[src/rtl/array_serializer_pkg.sv]
// Shared widths, frame type, output FSM states and the frame-sum helper
// used by the array serializer and its frame FIFO.
package serializer_pkg;

    localparam int ELEM_W      = 8;
    localparam int N_ELEM      = 4;
    localparam int FRAME_DEPTH = 2;
    localparam int SUM_W       = 10;

    localparam int IDX_W = $clog2(N_ELEM);
    localparam int PTR_W = $clog2(FRAME_DEPTH);
    localparam int CNT_W = $clog2(FRAME_DEPTH + 1);

    // Element i of a frame lives at frame[i].
    typedef logic [N_ELEM-1:0][ELEM_W-1:0] frame_t;

    typedef enum logic {
        IDLE = 1'b0,
        SEND = 1'b1
    } state_e;

    // Each element is zero-extended before accumulating, so 4 x 0xFF gives 0x3FC.
    function automatic logic [SUM_W-1:0] frame_sum_of(input frame_t f);
        logic [SUM_W-1:0] acc;
        acc = '0;
        for (int i = 0; i < N_ELEM; i++) begin
            acc = acc + SUM_W'(f[i]);
        end
        return acc;
    endfunction

endpackage

[src/rtl/array_serializer_if.sv]
// Frame-in / element-out bundle between the upstream array stage, the
// serializer and the downstream consumer.
interface array_serializer_if;
    import serializer_pkg::*;

    logic [ELEM_W-1:0] in_array [0:N_ELEM-1];
    logic              in_valid;
    logic              in_ready;
    logic [ELEM_W-1:0] out_data;
    logic [IDX_W-1:0]  out_index;
    logic              out_last;
    logic              out_valid;
    logic              out_ready;
    logic [SUM_W-1:0]  frame_sum;
    logic              overflow;

    modport slave (
        input  in_array, in_valid, out_ready,
        output in_ready, out_data, out_index, out_last, out_valid, frame_sum, overflow
    );

    modport master (
        output in_array, in_valid, out_ready,
        input  in_ready, out_data, out_index, out_last, out_valid, frame_sum, overflow
    );

endinterface

[src/rtl/array_serializer_frame_fifo.sv]
// Two-entry frame FIFO holding whole frames plus their precomputed sums.
// The head frame is read combinationally so a freshly pushed frame is visible next cycle.
module frame_fifo
    import serializer_pkg::*;
(
    input  logic             clk,
    input  logic             rst,
    input  logic             i_push,
    input  logic             i_pop,
    input  frame_t           i_frame,
    output logic             o_full,
    output logic             o_empty,
    output logic [CNT_W-1:0] o_count,
    output frame_t           o_head,
    output logic [SUM_W-1:0] o_head_sum
);

    frame_t           r_mem     [FRAME_DEPTH];
    logic [SUM_W-1:0] r_sum_mem [FRAME_DEPTH];
    logic [PTR_W-1:0] r_wr_ptr;
    logic [PTR_W-1:0] r_rd_ptr;
    logic [CNT_W-1:0] r_count;

    logic             w_wr_en;
    logic             w_rd_en;
    logic [PTR_W-1:0] w_wr_ptr_next;
    logic [PTR_W-1:0] w_rd_ptr_next;
    logic [CNT_W-1:0] w_count_next;

    assign o_full  = (r_count == CNT_W'(FRAME_DEPTH));
    assign o_empty = (r_count == '0);
    assign o_count = r_count;

    // Guards keep the FIFO consistent even if a caller ignores full/empty.
    assign w_wr_en = i_push && !o_full;
    assign w_rd_en = i_pop && !o_empty;

    assign w_wr_ptr_next = (r_wr_ptr == PTR_W'(FRAME_DEPTH - 1)) ? '0 : r_wr_ptr + 1'b1;
    assign w_rd_ptr_next = (r_rd_ptr == PTR_W'(FRAME_DEPTH - 1)) ? '0 : r_rd_ptr + 1'b1;

    always_comb begin
        w_count_next = r_count;
        case ({w_wr_en, w_rd_en})
            2'b10:   w_count_next = r_count + CNT_W'(1);
            2'b01:   w_count_next = r_count - CNT_W'(1);
            default: w_count_next = r_count;
        endcase
    end

    always_ff @(posedge clk) begin
        if (rst) begin
            r_wr_ptr <= '0;
            r_rd_ptr <= '0;
            r_count  <= '0;
        end else begin
            if (w_wr_en) r_wr_ptr <= w_wr_ptr_next;
            if (w_rd_en) r_rd_ptr <= w_rd_ptr_next;
            r_count <= w_count_next;
        end
    end

    // Storage carries no reset; validity is tracked solely by r_count.
    always_ff @(posedge clk) begin
        if (w_wr_en && !rst) begin
            r_mem[r_wr_ptr]     <= i_frame;
            r_sum_mem[r_wr_ptr] <= frame_sum_of(i_frame);
        end
    end

    assign o_head     = r_mem[r_rd_ptr];
    assign o_head_sum = r_sum_mem[r_rd_ptr];

endmodule

[src/rtl/array_serializer.sv]
// Serializes buffered four-element frames into one element per beat with
// valid/ready flow control, frame sum side-band and a sticky drop flag.
module array_serializer
    import serializer_pkg::*;
(
    input  logic               clk,
    input  logic               rst,
    array_serializer_if.slave  bus
);

    state_e           r_state;
    logic [IDX_W-1:0] r_idx;
    logic             r_overflow;

    frame_t           w_in_frame;
    frame_t           w_head;
    logic [SUM_W-1:0] w_head_sum;
    logic             w_full;
    logic             w_empty;
    logic [CNT_W-1:0] w_count;
    logic             w_push;
    logic             w_drop;
    logic             w_valid;
    logic             w_beat;
    logic             w_pop;
    logic             w_nonempty_next;

    for (genvar gi = 0; gi < N_ELEM; gi++) begin : g_unpack
        assign w_in_frame[gi] = bus.in_array[gi];
    end

    frame_fifo u_fifo (
        .clk        (clk),
        .rst        (rst),
        .i_push     (w_push),
        .i_pop      (w_pop),
        .i_frame    (w_in_frame),
        .o_full     (w_full),
        .o_empty    (w_empty),
        .o_count    (w_count),
        .o_head     (w_head),
        .o_head_sum (w_head_sum)
    );

    // A frame offered while full is dropped even if a pop frees a slot this cycle.
    assign w_push  = bus.in_valid && !w_full;
    assign w_drop  = bus.in_valid && w_full;
    assign w_valid = (r_state == SEND);
    assign w_beat  = w_valid && bus.out_ready;
    assign w_pop   = w_beat && (r_idx == IDX_W'(N_ELEM - 1));

    // Looking at next-cycle occupancy lets a push into an empty buffer show element 0 right away.
    assign w_nonempty_next = w_push || (!w_empty && !(w_pop && w_count == CNT_W'(1)));

    always_ff @(posedge clk) begin
        if (rst) begin
            r_state    <= IDLE;
            r_idx      <= '0;
            r_overflow <= 1'b0;
        end else begin
            case (r_state)
                IDLE: begin
                    if (w_nonempty_next) r_state <= SEND;
                end
                SEND: begin
                    if (!w_nonempty_next) r_state <= IDLE;
                end
                default: r_state <= IDLE;
            endcase

            if (w_pop)       r_idx <= '0;
            else if (w_beat) r_idx <= r_idx + IDX_W'(1);

            if (w_drop) r_overflow <= 1'b1;
        end
    end

    assign bus.in_ready  = !w_full;
    assign bus.out_valid = w_valid;
    assign bus.out_data  = w_valid ? w_head[r_idx] : '0;
    assign bus.out_index = w_valid ? r_idx : '0;
    assign bus.out_last  = w_valid && (r_idx == IDX_W'(N_ELEM - 1));
    assign bus.frame_sum = w_valid ? w_head_sum : '0;
    assign bus.overflow  = r_overflow;

endmodule

[src/flat_wrapper.sv]
// flat-port wrapper written by rule: the top's interface ports become plain ports
module array_serializer_flat import serializer_pkg::*;
  (clk, rst, bus_in_array, bus_in_valid, bus_out_ready, bus_in_ready, bus_out_data, bus_out_index, bus_out_last, bus_out_valid, bus_frame_sum, bus_overflow);
  array_serializer_if bus_i ();
  input  logic clk;
  input  logic rst;
  input wire logic [$bits(bus_i.in_array)-1:0] bus_in_array;
  input wire logic [$bits(bus_i.in_valid)-1:0] bus_in_valid;
  input wire logic [$bits(bus_i.out_ready)-1:0] bus_out_ready;
  output wire logic [$bits(bus_i.in_ready)-1:0] bus_in_ready;
  output wire logic [$bits(bus_i.out_data)-1:0] bus_out_data;
  output wire logic [$bits(bus_i.out_index)-1:0] bus_out_index;
  output wire logic [$bits(bus_i.out_last)-1:0] bus_out_last;
  output wire logic [$bits(bus_i.out_valid)-1:0] bus_out_valid;
  output wire logic [$bits(bus_i.frame_sum)-1:0] bus_frame_sum;
  output wire logic [$bits(bus_i.overflow)-1:0] bus_overflow;
  assign bus_i.in_array = {>>{bus_in_array}};
  assign bus_i.in_valid = bus_in_valid;
  assign bus_i.out_ready = bus_out_ready;
  assign bus_in_ready = bus_i.in_ready;
  assign bus_out_data = bus_i.out_data;
  assign bus_out_index = bus_i.out_index;
  assign bus_out_last = bus_i.out_last;
  assign bus_out_valid = bus_i.out_valid;
  assign bus_frame_sum = bus_i.frame_sum;
  assign bus_overflow = bus_i.overflow;
  array_serializer u_core (.clk(clk), .rst(rst), .bus(bus_i));
endmodule
[config.mk]
export PLATFORM = sky130hd
export DESIGN_NAME = array_serializer_flat
export DESIGN_NICKNAME = d
export VERILOG_FILES = /design/src/rtl/array_serializer_pkg.sv /design/src/rtl/array_serializer_if.sv /design/src/rtl/array_serializer_frame_fifo.sv /design/src/rtl/array_serializer.sv /design/src/flat_wrapper.sv
export SDC_FILE = /design/constraint.sdc
export NUM_CORES = 1
export LEC_CHECK = 0
export CORE_ASPECT_RATIO = 0.7
export CORE_MARGIN = 3
export CORE_UTILIZATION = 45
export CTS_CLUSTER_DIAMETER = 150
export CTS_CLUSTER_SIZE = 14
export DETAILED_ROUTE_END_ITERATION = 6
export GPL_ROUTABILITY_DRIVEN = 0
export GPL_TIMING_DRIVEN = 0
export PLACE_DENSITY = 0.7
export SYNTH_ARGS = -nofsm -noshare
export SYNTH_HDL_FRONTEND = slang
export SYNTH_SLANG_ARGS = --single-unit
[constraint.sdc]
create_clock -name clk -period 7.72 [get_ports clk]
set_input_delay 1.158 -clock clk [delete_from_list [all_inputs] [get_ports clk]]
set_output_delay 1.158 -clock clk [all_outputs]
set_load 0.02 [all_outputs]
==> results of run 1 <==
## worst max-delay path, cell delays in order
cell	delay (ps)
clkdlybuf4s50_1	520
inv_1	80
fa_1	570
fa_1	420
inv_1	70
ha_1	160
inv_1	50
fa_1	400
nor2b_1	170
o21ai_1	90
a21boi_0	320
o21ai_0	180
a21oi_1	220
## power by group through the flow
stage               registers (mW)  clock network, mW  logic, mW
global placement             0.626                  0      0.255
detailed placement           0.624                  0      0.269
CTS                          0.613              0.403      0.273
floorplan                    0.624                  0      0.169
finish                       0.613              0.393      0.267
global route                 0.615              0.424      0.300
## per-stage QoR
step	instance area, um2	hold slack [ps]	cells	power [mW]
after floorplan	4442	479.1	286	0.7927
after global placement	5187	450.2	469	0.8804
after global routing	5553	501.0	493	1.339
final	5553	479.1	493	1.272
after detailed placement	5284	466.0	477	0.8931
after CTS	5553	483.7	493	1.288
## cell type report
type	instances	area, um2	area share, %
buffer	9	65.06	1.172
inverter	47	176.4	3.177
tap	124	155.1	2.794
sequential	93	2703	48.67
clock buffer	10	229.0	4.123
multi-input combinational	137	1508	27.15
timing repair buffer	67	676.9	12.19
clock inverter	6	40.04	0.7210
## final timing paths
path	from	to	slack [ps]	cells past startpoint
hold / removal	u_core.bus.overflow	u_core.bus.overflow	480	2
setup / recovery	bus_in_array[1]	u_core.u_fifo.r_sum_mem[1][7]	3450	13
hold reg to reg	u_core.bus.overflow	u_core.bus.overflow	480	2
setup reg to reg	u_core.u_fifo.o_count[0]	u_core.u_fifo.r_sum_mem[0][8]	5430	7
## logic make-up after synthesis
logic type	after synthesis	share of synthesized area [%]
fa+ha+maj	30	11.16
mux	34	12.68
xor+xnor	8	1.577
simple gates	46	5.606
buf+inv	56	5.437
compound gates	19	2.704
flops	93	60.85
## sequential cells by signal, summed over array words and instances, names as in the netlist, named ones only
| name | count |
|---|---|
| u_core.bus.out_valid | 1 |
| u_core.u_fifo.r_mem | 64 |
| u_core.r_idx | 2 |
| u_core.u_fifo.r_rd_ptr | 1 |
| u_core.u_fifo.r_sum_mem | 20 |
| u_core.u_fifo.o_count | 2 |
| u_core.u_fifo.r_wr_ptr | 1 |
| u_core.bus.overflow | 1 |
## layer usage
layer  up-vias  global-route usage [%]  part of all wire [%]
li1       1168                       -                     -
met1      1206                   20.92                    44
met2        76                   25.83                    48
met3        10                   5.612                   7.8
met4         0                   3.881                  0.89
met5         -                       0                     0
## placed cells by master, fill, tap and decap left out, drive strengths merged
cell            n
nand2           3
nand3b          1
or3             1
inv            47
mux2i          18
buf            14
a21oi           8
o22ai           1
nor3            3
ha             14
fa             16
clkinv          6
edfxtp         84
clkbuf         13
o21ai           2
a41o            1
o21a            2
nor3b           3
nor2           13
a21boi          2
a211oi          1
xor2            4
mux4           16
xnor2           4
clkdlybuf4s50  59
o21bai          1
dfxtp           9
nor2b          19
and2            3
o31a            1
==> qor.yml, run 1 <==
clock_tree:
  cts_buffers: 9
  post_cts_buffers: 0
  cts.sinks: 93
  htree_levels: 3
  clkTransAtPathRegs_ps: 70
  cts_buffer_depth: 2
  clk_latency_ps: 340
  cts_resized: 0
  cts_tree: "built"
  ctsHoldBuffers: 0
  clockRootBuffer: "clkbuf_16"
detailed_routing:
  wire_per_inst_um: 16.63
  drc: 0
  final_antenna_net_count: 0
  drt_wl_total_mm: 8.201
  via_per_inst: 4.990
  drt_first_pass_iters: 4
  drtIter0Drc: 179
  via_count: 2460
synthesis:
  yosys_warnings: 0
  synth_area_leaders: "edfxtp_1 (57%), fa_1 (7.2%), mux4_2 (5.1%)"
  ys_seq_area_share_pct: 60.85
  synth_top_flop_cell: "edfxtp_1"
  syn-cell-area_um2: 4442
  synth_top_cell_by_area: "edfxtp_1"
  ys_ff_latch: 93
  synth.most_common_cell: "edfxtp_1"
  postSynthAreaPerCell_um2: 15.53
  netlist-cell-type-count: 33
  synth_common_cells: "edfxtp_1 (84), inv_1 (47), nor2b_1 (19), mux2i_1 (18), fa_1 (16)"
  synth_top_area_share_pct: 56.79
  synth_edf_count: 84
  async_flop_share_pct: 0
  syn_inst: 286
  synth_fp_nets: 352
run_status:
  status: "completed"
floorplanning:
  core-area_um2: 9325
  start_util_pct: 47.63
  die-area_um2: 11120
  fp-row-count: 29
  ios: 60
  chipHeight_um: 89.12
  fp.dieW_um: 124.7
pwr:
  p_leak_nw: 2.043
  intPower_uw: 944.5
  pwr_density_cell_nw_per_um2: 229.1
  pwr-share-seq_pct: 48.1
  clkPwrFrac_pct: 30.9
  p_comb_share_pct: 21.0
  p_switching_uw: 327.8
  ir_drop_v: 0.0001304
  swShare_pct: 25.76
flow_run:
  cap_viol_max_count: 0
critical_path:
  crit_path_max_fanout: 3
  critPathLaunchType: "input pin"
  worstPathArrival_ps: 4430
  path_class: "in2reg"
  crit_required_ps: 7880
  endpoint_kind: "flop"
place:
  hpwl_mm: 6.135
  pre_cts_slack_ps: 3116
  port_buffers: 59
sta:
  grt_setup_unrepaired: "false"
  fin_tns_setup_ps: 0
  min_period_over_period_pct: 55.31
  drv_slew: 0
  max_slew_margin_pct: 48.28
  setup_viol: 0
  final.setup.worst_slack_ps: 3450
  tightest_slew_ps: 771.6
  min_period_ps: 4270
  fmax_ghz: 0.2342
  fin_skew_ps: 9.410
  hold_viol: 0
finish:
  utilization_pct: 59.55
  drive_gt1_share_pct: 10.84
  nets: 430
  fillerInstances: 723
  num_antenna_cells: 0
  area_growth_pct: 25.01
hold_path:
  hp-class: "reg2reg"
grt:
  grt_overflow: 0
  grt_pass1_vias: 2590
  grt_usage_pct: 15.88
  grt_pass1_wl_mm: 13.25
  antenna_found_initial: 0
  grt_max_degree: 16
Note: power is estimated with default switching activity, not from simulation.
==> run 2: changes to the inputs <==
==> constraint.sdc (replaced) <==
create_clock -name clk -period 4.15 [get_ports clk]
set_input_delay 0.6225 -clock clk [delete_from_list [all_inputs] [get_ports clk]]
set_output_delay 0.6225 -clock clk [all_outputs]
set_load 0.02 [all_outputs]
==> qor.yml, run 2 (synthesis gave the netlist of run 1 again) <==
finish:
  fillerInstances: 712
  largest_register_ff_count: 64
  final_cell_mix: "edfxtp_1 (84), clkdlybuf4s50_1 (59), inv_1 (47)"
  mostFrequentLayoutCell: "edfxtp_1"
  multi_input_area_um2: 1520
  reg_top3: "u_core.u_fifo.r_mem x64, u_core.u_fifo.r_sum_mem x20"
  stdcell_count: 489
  seq_area_um2: 2703
  num_antenna_cells: 0
  largest-register: "u_core.u_fifo.r_mem"
  drive_gt1_share_pct: 10.41
  area_growth_pct: 26.39
  nets: 426
sta:
  fmax_ghz: 0.2699
  fin_tns_setup_ps: 0
  grt_setup_unrepaired: "false"
  min_period_ps: 3706
  min_period_over_period_pct: 89.29
  fin_skew_ps: 7.122
  fin_hold_ws_ps: 502.6
  drv_slew: 0
  hold_viol: 0
  max_slew_margin_pct: 56.01
  final.setup.worst_slack_ps: 444.4
  setup_viol: 0
  tightest_slew_ps: 659.1
critical_path:
  path_class: "in2reg"
  crit_path_max_fanout: 3
  endpoint_kind: "flop"
  crit_required_ps: 4310
  worstPathArrival_ps: 3860
  critPathLaunchType: "input pin"
detailed_routing:
  drtIter0Drc: 137
  drt_first_pass_iters: 4
  final_antenna_net_count: 0
  wire_per_inst_um: 16.66
  via_per_inst: 5.035
  drt_wl_total_mm: 8.145
  via_count: 2462
  drc: 0
grt:
  grt_overflow: 0
  antenna_found_initial: 0
  grt_usage_pct: 15.51
  grt_max_degree: 20
  grt_pass1_vias: 2467
  grt_pass1_wl_mm: 12.83
place:
  port_buffers: 59
  hpwl_mm: 5.784
  placed_cells: 473
  pre_cts_slack_ps: 104.4
run_status:
  status: "completed"
clock_tree:
  cts_buffers: 9
  htree_levels: 3
  clkTransAtPathRegs_ps: 60
  post_cts_buffers: 0
  cts_buffer_depth: 2
  cts.sinks: 93
  clk_latency_ps: 340
  clockRootBuffer: "clkbuf_16"
  ctsHoldBuffers: 0
  cts_resized: 0
  cts_tree: "built"
pwr:
  p_leak_nw: 2.065
  ir_drop_v: 0.0002444
  pwr_density_cell_nw_per_um2: 437.8
  finalPower_mw: 2.458
floorplanning:
  chipHeight_um: 89.12
  die-area_um2: 11120
  start_util_pct: 47.63
  ios: 60
  fp-row-count: 29
  core-area_um2: 9325
  fp.dieW_um: 124.7
flow_run:
  cap_viol_max_count: 0
hold_path:
  hp-class: "reg2reg"
[run 2: layout make-up]
cell class,instances,area share [%]
Buffer,9,1.159
Clock buffer,13,5.193
Clock inverter,3,0.2674
Inverter,47,3.142
Multi-Input combinational cell,137,27.08
Sequential cell,93,48.14
Tap cell,124,2.764
Timing Repair Buffer,63,12.26
[run 2: stage by stage]
stage          area [um2]  util (%)
4_1_cts              5614     60.20
3_3_place_gp         5197     55.74
2_1_floorplan        4452         -
6_report             5614     60.20
3_5_place_dp         5308     56.92
5_1_grt              5614     60.20
[run 2: path summary, 6_finish.rpt]
path,from,end,slack [ps],cells past startpoint
max,bus_in_array[1],u_core.u_fifo.r_sum_mem[1][9],440,13
min,u_core.bus.overflow,u_core.bus.overflow,500,2
max reg2reg,u_core.u_fifo.o_count[0],u_core.u_fifo.r_mem[1][7],1850,7
min reg2reg,u_core.bus.overflow,u_core.bus.overflow,500,2
[run 2: worst max-delay path, stage by stage]
cell and delay, ps:
clkdlybuf4s50_1 520, inv_1 80, fa_1 560, fa_1 410, inv_1 60, ha_1 160
inv_1 50, fa_1 410, nor2b_1 150, o21ai_1 80, a21boi_0 330, o21ai_0 180
a21oi_1 240
[run 2: report_power, final]
part           leakage [nW]  switching, mW  internal, mW  total [mW]
clock                 0.157          0.325         0.488       0.814
sequential            0.843         0.0194          1.12        1.14
combinational          1.07          0.267         0.236       0.502
[run 2: layer usage]
metal	part of all wire, %	track usage, %
met1	47	20.60
met2	45	24.41
met3	5.8	5.194
met4	1.8	5.572
met5	0	0
==> run 3: changes to the inputs <==
--- a/config.mk
+++ b/config.mk
@@ -6,7 +6,6 @@
 export NUM_CORES = 1
 export LEC_CHECK = 0
 export CORE_ASPECT_RATIO = 0.7
-export CORE_MARGIN = 3
 export CORE_UTILIZATION = 45
 export CTS_CLUSTER_DIAMETER = 150
 export CTS_CLUSTER_SIZE = 14
==> qor.yml, run 3 (synthesis gave the netlist of run 1 again) <==
run_status:
  status: "completed"
clock_tree:
  htree_levels: 3
  clk_latency_ps: 330
  cts_buffers: 9
  cts.sinks: 93
  cts_tree: "built"
  cts_buffer_depth: 2
  clkTransAtPathRegs_ps: 60
  cts_resized: 0
  ctsHoldBuffers: 0
  post_cts_buffers: 0
  clockRootBuffer: "clkbuf_16"
grt:
  grt_max_degree: 20
  grt_overflow: 0
  grt_pass1_wl_mm: 12.47
  antenna_found_initial: 0
  grt_usage_pct: 16.79
  grt_pass1_vias: 2390
finish:
  nets: 426
  largest_register_ff_count: 64
  mostFrequentLayoutCell: "edfxtp_1"
  design_area_um2: 5599
  fillerInstances: 721
  final_cell_mix: "edfxtp_1 (84), clkdlybuf4s50_1 (59), inv_1 (47)"
  area_growth_pct: 26.06
  stdcell_count: 489
  reg_top3: "u_core.u_fifo.r_mem x64, u_core.u_fifo.r_sum_mem x20"
  largest-register: "u_core.u_fifo.r_mem"
  num_antenna_cells: 0
  drive_gt1_share_pct: 10.14
critical_path:
  crit_path_max_fanout: 3
  worstPathCellList: "clkdlybuf4s50_1 -> inv_1 -> fa_1 -> fa_1 -> inv_1 -> ha_1 -> inv_1 -> fa_1 -> nor2b_1 -> o21ai_1 -> a21boi_0 -> o21ai_0 -> a21oi_1"
  worstPathArrival_ps: 3870
  critical-path-max-stage-delay_ps: 560
  endpoint_kind: "flop"
  path_class: "in2reg"
  r2r.worst_path.cells: 7
  critPathLaunchType: "input pin"
  crit_required_ps: 4310
  slowest_stage: "fa_1"
detailed_routing:
  drt_wl_total_mm: 7.648
  wire_per_inst_um: 15.64
  drtIter0Drc: 173
  drc: 0
  via_per_inst: 5.004
  final_antenna_net_count: 0
  via_count: 2447
  drt_first_pass_iters: 4
floorplanning:
  start_util_pct: 47.63
  fp.dieW_um: 120.7
  die-area_um2: 10280
  core-area_um2: 9325
  ios: 60
  fp-row-count: 29
  chipHeight_um: 85.12
pwr:
  p_leak_nw: 2.055
  pwr_density_cell_nw_per_um2: 433.0
  ir_drop_v: 0.0002856
sta:
  min_period_ps: 3706
  fin_skew_ps: 5.576
  fmax_ghz: 0.2698
  setup_viol: 0
  min_period_over_period_pct: 89.31
  grt_setup_unrepaired: "false"
  fin_hold_ws_ps: 473.4
  max_slew_margin_pct: 57.47
  hold_viol: 0
  final.setup.worst_slack_ps: 443.6
  drv_slew: 0
  tightest_slew_ps: 637.3
hold_path:
  holdPathStages: 2
  hp-class: "reg2reg"
flow_run:
  cap_viol_max_count: 0
place:
  hpwl_mm: 5.586
  port_buffers: 59
  placed_cells: 473
  placed_cell_area_um2: 5308
  pre_cts_slack_ps: 144.9
run 3: cell types whose count changed in the layout (fill, tap and decap cells not counted):
cell	delta
clkbuf_8	-3
clkbuf_16	-1
clkinv_1	+1
bufinv_16	+1
clkinv_4	+2
run 3: routing by layer:
| metal | GRT usage (%) | wire (um) | vias up | part of all wire (%) |
|---|---|---|---|---|
| met2 | 25.50 | 3612 | 70 | 47 |
| met3 | 4.839 | 450 | 4 | 5.9 |
| met5 | 0 | 0 | - | 0 |
| met4 | 5.387 | 36 | 0 | 0.47 |
| met1 | 23.55 | 3548 | 1206 | 46 |
| li1 | - | - | 1167 | - |
run 3: stage by stage:
stage	total power, mW	util (%)	setup TNS [ps]
after global placement	1.635	55.74	-19620
after detailed placement	1.662	56.92	0
final	2.424	60.04	0
after CTS	2.456	60.04	0
after floorplan	1.474	-	0
after global routing	2.549	60.04	0
run 3: final cells by class:
type | count | area (um2) | share of cell area (%)
Sequential cell | 93 | 2703 | 48.27
Inverter | 47 | 176.4 | 3.151
Tap cell | 124 | 155.1 | 2.771
Buffer | 9 | 65.06 | 1.162
Clock buffer | 9 | 225.2 | 4.022
Clock inverter | 7 | 66.31 | 1.184
Multi-Input combinational cell | 137 | 1520 | 27.15
Timing Repair Buffer | 63 | 688.2 | 12.29
run 3: path summary, 6_finish.rpt:
| kind | slack (ps) | start | to |
|---|---|---|---|
| hold reg to reg | 470 | u_core.bus.overflow | u_core.bus.overflow |
| setup reg to reg | 1890 | u_core.u_fifo.o_count[0] | u_core.u_fifo.r_mem[1][4] |
| setup / recovery | 440 | bus_in_array[1] | u_core.u_fifo.r_sum_mem[1][9] |
| hold / removal | 470 | u_core.bus.overflow | u_core.bus.overflow |
run 3: report_power, final:
part	switching, mW	internal [mW]
clock	0.324	0.463
combinational	0.262	0.235
sequential	0.0185	1.12
run 3: critical path, delay by kind of cell:
kind            cells  cell delay (ps)
buf+inv             4              730
fa+ha+maj           4             1560
compound gates      4              830
simple gates        1              130
==> patch: new RTL, config.mk and constraints of run 2 <==
The package constant `SUM_W` goes from 10 to 12.
--- a/src/rtl/array_serializer_pkg.sv
+++ b/src/rtl/array_serializer_pkg.sv
@@ -7,3 +7,3 @@
     localparam int FRAME_DEPTH = 2;
-    localparam int SUM_W       = 10;
+    localparam int SUM_W       = 12;
 
Ports: changed (resized bus_frame_sum); port bits go from 60 to 62. No check against the original RTL was run, so the function may have changed too.
==> patch against run 2 <==
- fmax rose by 4.5%
- sequential power barely moved
- worst setup slack improved by 0.16 ns
- routed wire length grew 6.1%
- sequential cell count stayed put
- die area increased by 1.0%
- synthesized area rose by 1.1%
- critical path type unchanged
- power down 1.5%
- cell area is 0.40% higher
==> patch: results (changes against run 2) <==
Setup path
  – Critical Path AT: 3.62 ns (-0.24 ns)

Global route
  – Total GRT Usage: 16.5% (+1.0 points)
  – Met1 Usage GRT: 22.5% (+1.9 points)
  – Global-route wire length before repair: 13.7 mm (+6.7%)
  – GR Layer Usage met3: 5.25% (+0.060 points)
  – Vias in the first global route: 2583 (+4.7%)

Drt
  – Vias per cell: 5.04 (about the same)
  – WL/cell: 17.3 microns (+4.1%)
  – Met3 WL: 547 microns (+16%)
  – Met1 WL: 4.00 mm (+3.6%)
  – Total Wirelength: 8.64 mm (+6.1%)
  – Initial DRC Count: 202 (+47%)
  – Met2 routed WL: 4.01 mm (+9.1%)

Place
  – Dpl ws: 0.231 ns (+0.127 ns)
  – Final HPWL from detailed placement: 6.42 mm (+11%)
  – Placed Area: 5360 sq um (+1.0%)
  – Cells after DPL: 482 (+1.9%)

Logic synthesis
  – Synth cell types: 34 (+3.0%)
  – Top post-synthesis cells by area: edfxtp_1 56%, fa_1 7.1%, mux4_2 5.0%
  – Cells after synthesis: 293 (+2.4%)
  – Synth top cells by count: 84 x edfxtp_1, 48 x inv_1, 19 x mux2i_1, 19 x nor2b_1, 16 x fa_1

Power
  – Leak: 2.09 nW (+1.2%)
  – Maximum VDD drop: 0.000274 V (+12%)

Run status
  – Status: finished clean

Final layout
  – Layout Nets: 435 (+2.1%)

STA
  – Worst slew pin tran: 0.694 ns (+0.0353 ns)
==> patch: changes by cell type after synthesis, moves of 2 or more <==
cell      before  now
nor2_1        13   10
a21o_1         0    2
nand2_1        3    5
o21a_1         2    0
nand3_1        0    2
buf_4          1    3
a21boi_0       2    0
==> patch: power breakdown <==
part           switching [mW]  internal [mW]
registers              0.0182           1.12
logic                   0.285          0.239
clock network           0.314          0.441
==> patch: cell type report <==
cell class	instances	area (sq um)
Inverter	48	180
Timing Repair Buffer	64	691
Buffer	11	80.1
Tap cell	124	155
Sequential cell	93	2700
Clock buffer	14	265
Clock inverter	2	10.0
Fill cell	699	3760
Multi-Input combinational cell	142	1550
==> patch: path summary, 6_finish.rpt <==
kind / cells past startpoint / slack, ns / end / start
worst max register to register: 7 / 1.86 / u_core.u_fifo.r_mem[0][15] / u_core.u_fifo.o_count[0]
worst max-delay path: 11 / 0.60 / u_core.u_fifo.r_sum_mem[1][9] / bus_in_array[1]
worst min register to register: 2 / 0.47 / u_core.bus.overflow / u_core.bus.overflow
worst min-delay path: 2 / 0.47 / u_core.bus.overflow / u_core.bus.overflow
==> patch: critical path: stages <==
cell and delay [ns]:
clkdlybuf4s50_1 0.54, inv_1 0.08, fa_1 0.53, inv_1 0.05, fa_1 0.46, ha_1 0.25, fa_1 0.41, a21oi_1 0.24
nor2_1 0.09, nor2_1 0.18, o21ai_0 0.15
==> patch: kinds of logic (layout without fill, tap and decap cells) <==
logic type | count (synthesis) | in the layout | synth area share [%]
DFF | 93 | 93 | 60.2
buffers and inverters | 59 | 139 | 5.80
and+or+nand+nor | 47 | 47 | 5.69
muxes | 35 | 35 | 12.8
adders and majority gates | 30 | 30 | 11.0
AOI/OAI and AO/OA | 20 | 20 | 2.87
xor gates and xnor gates | 8 | 8 | 1.56
other | 1 | 2 | 0.0835
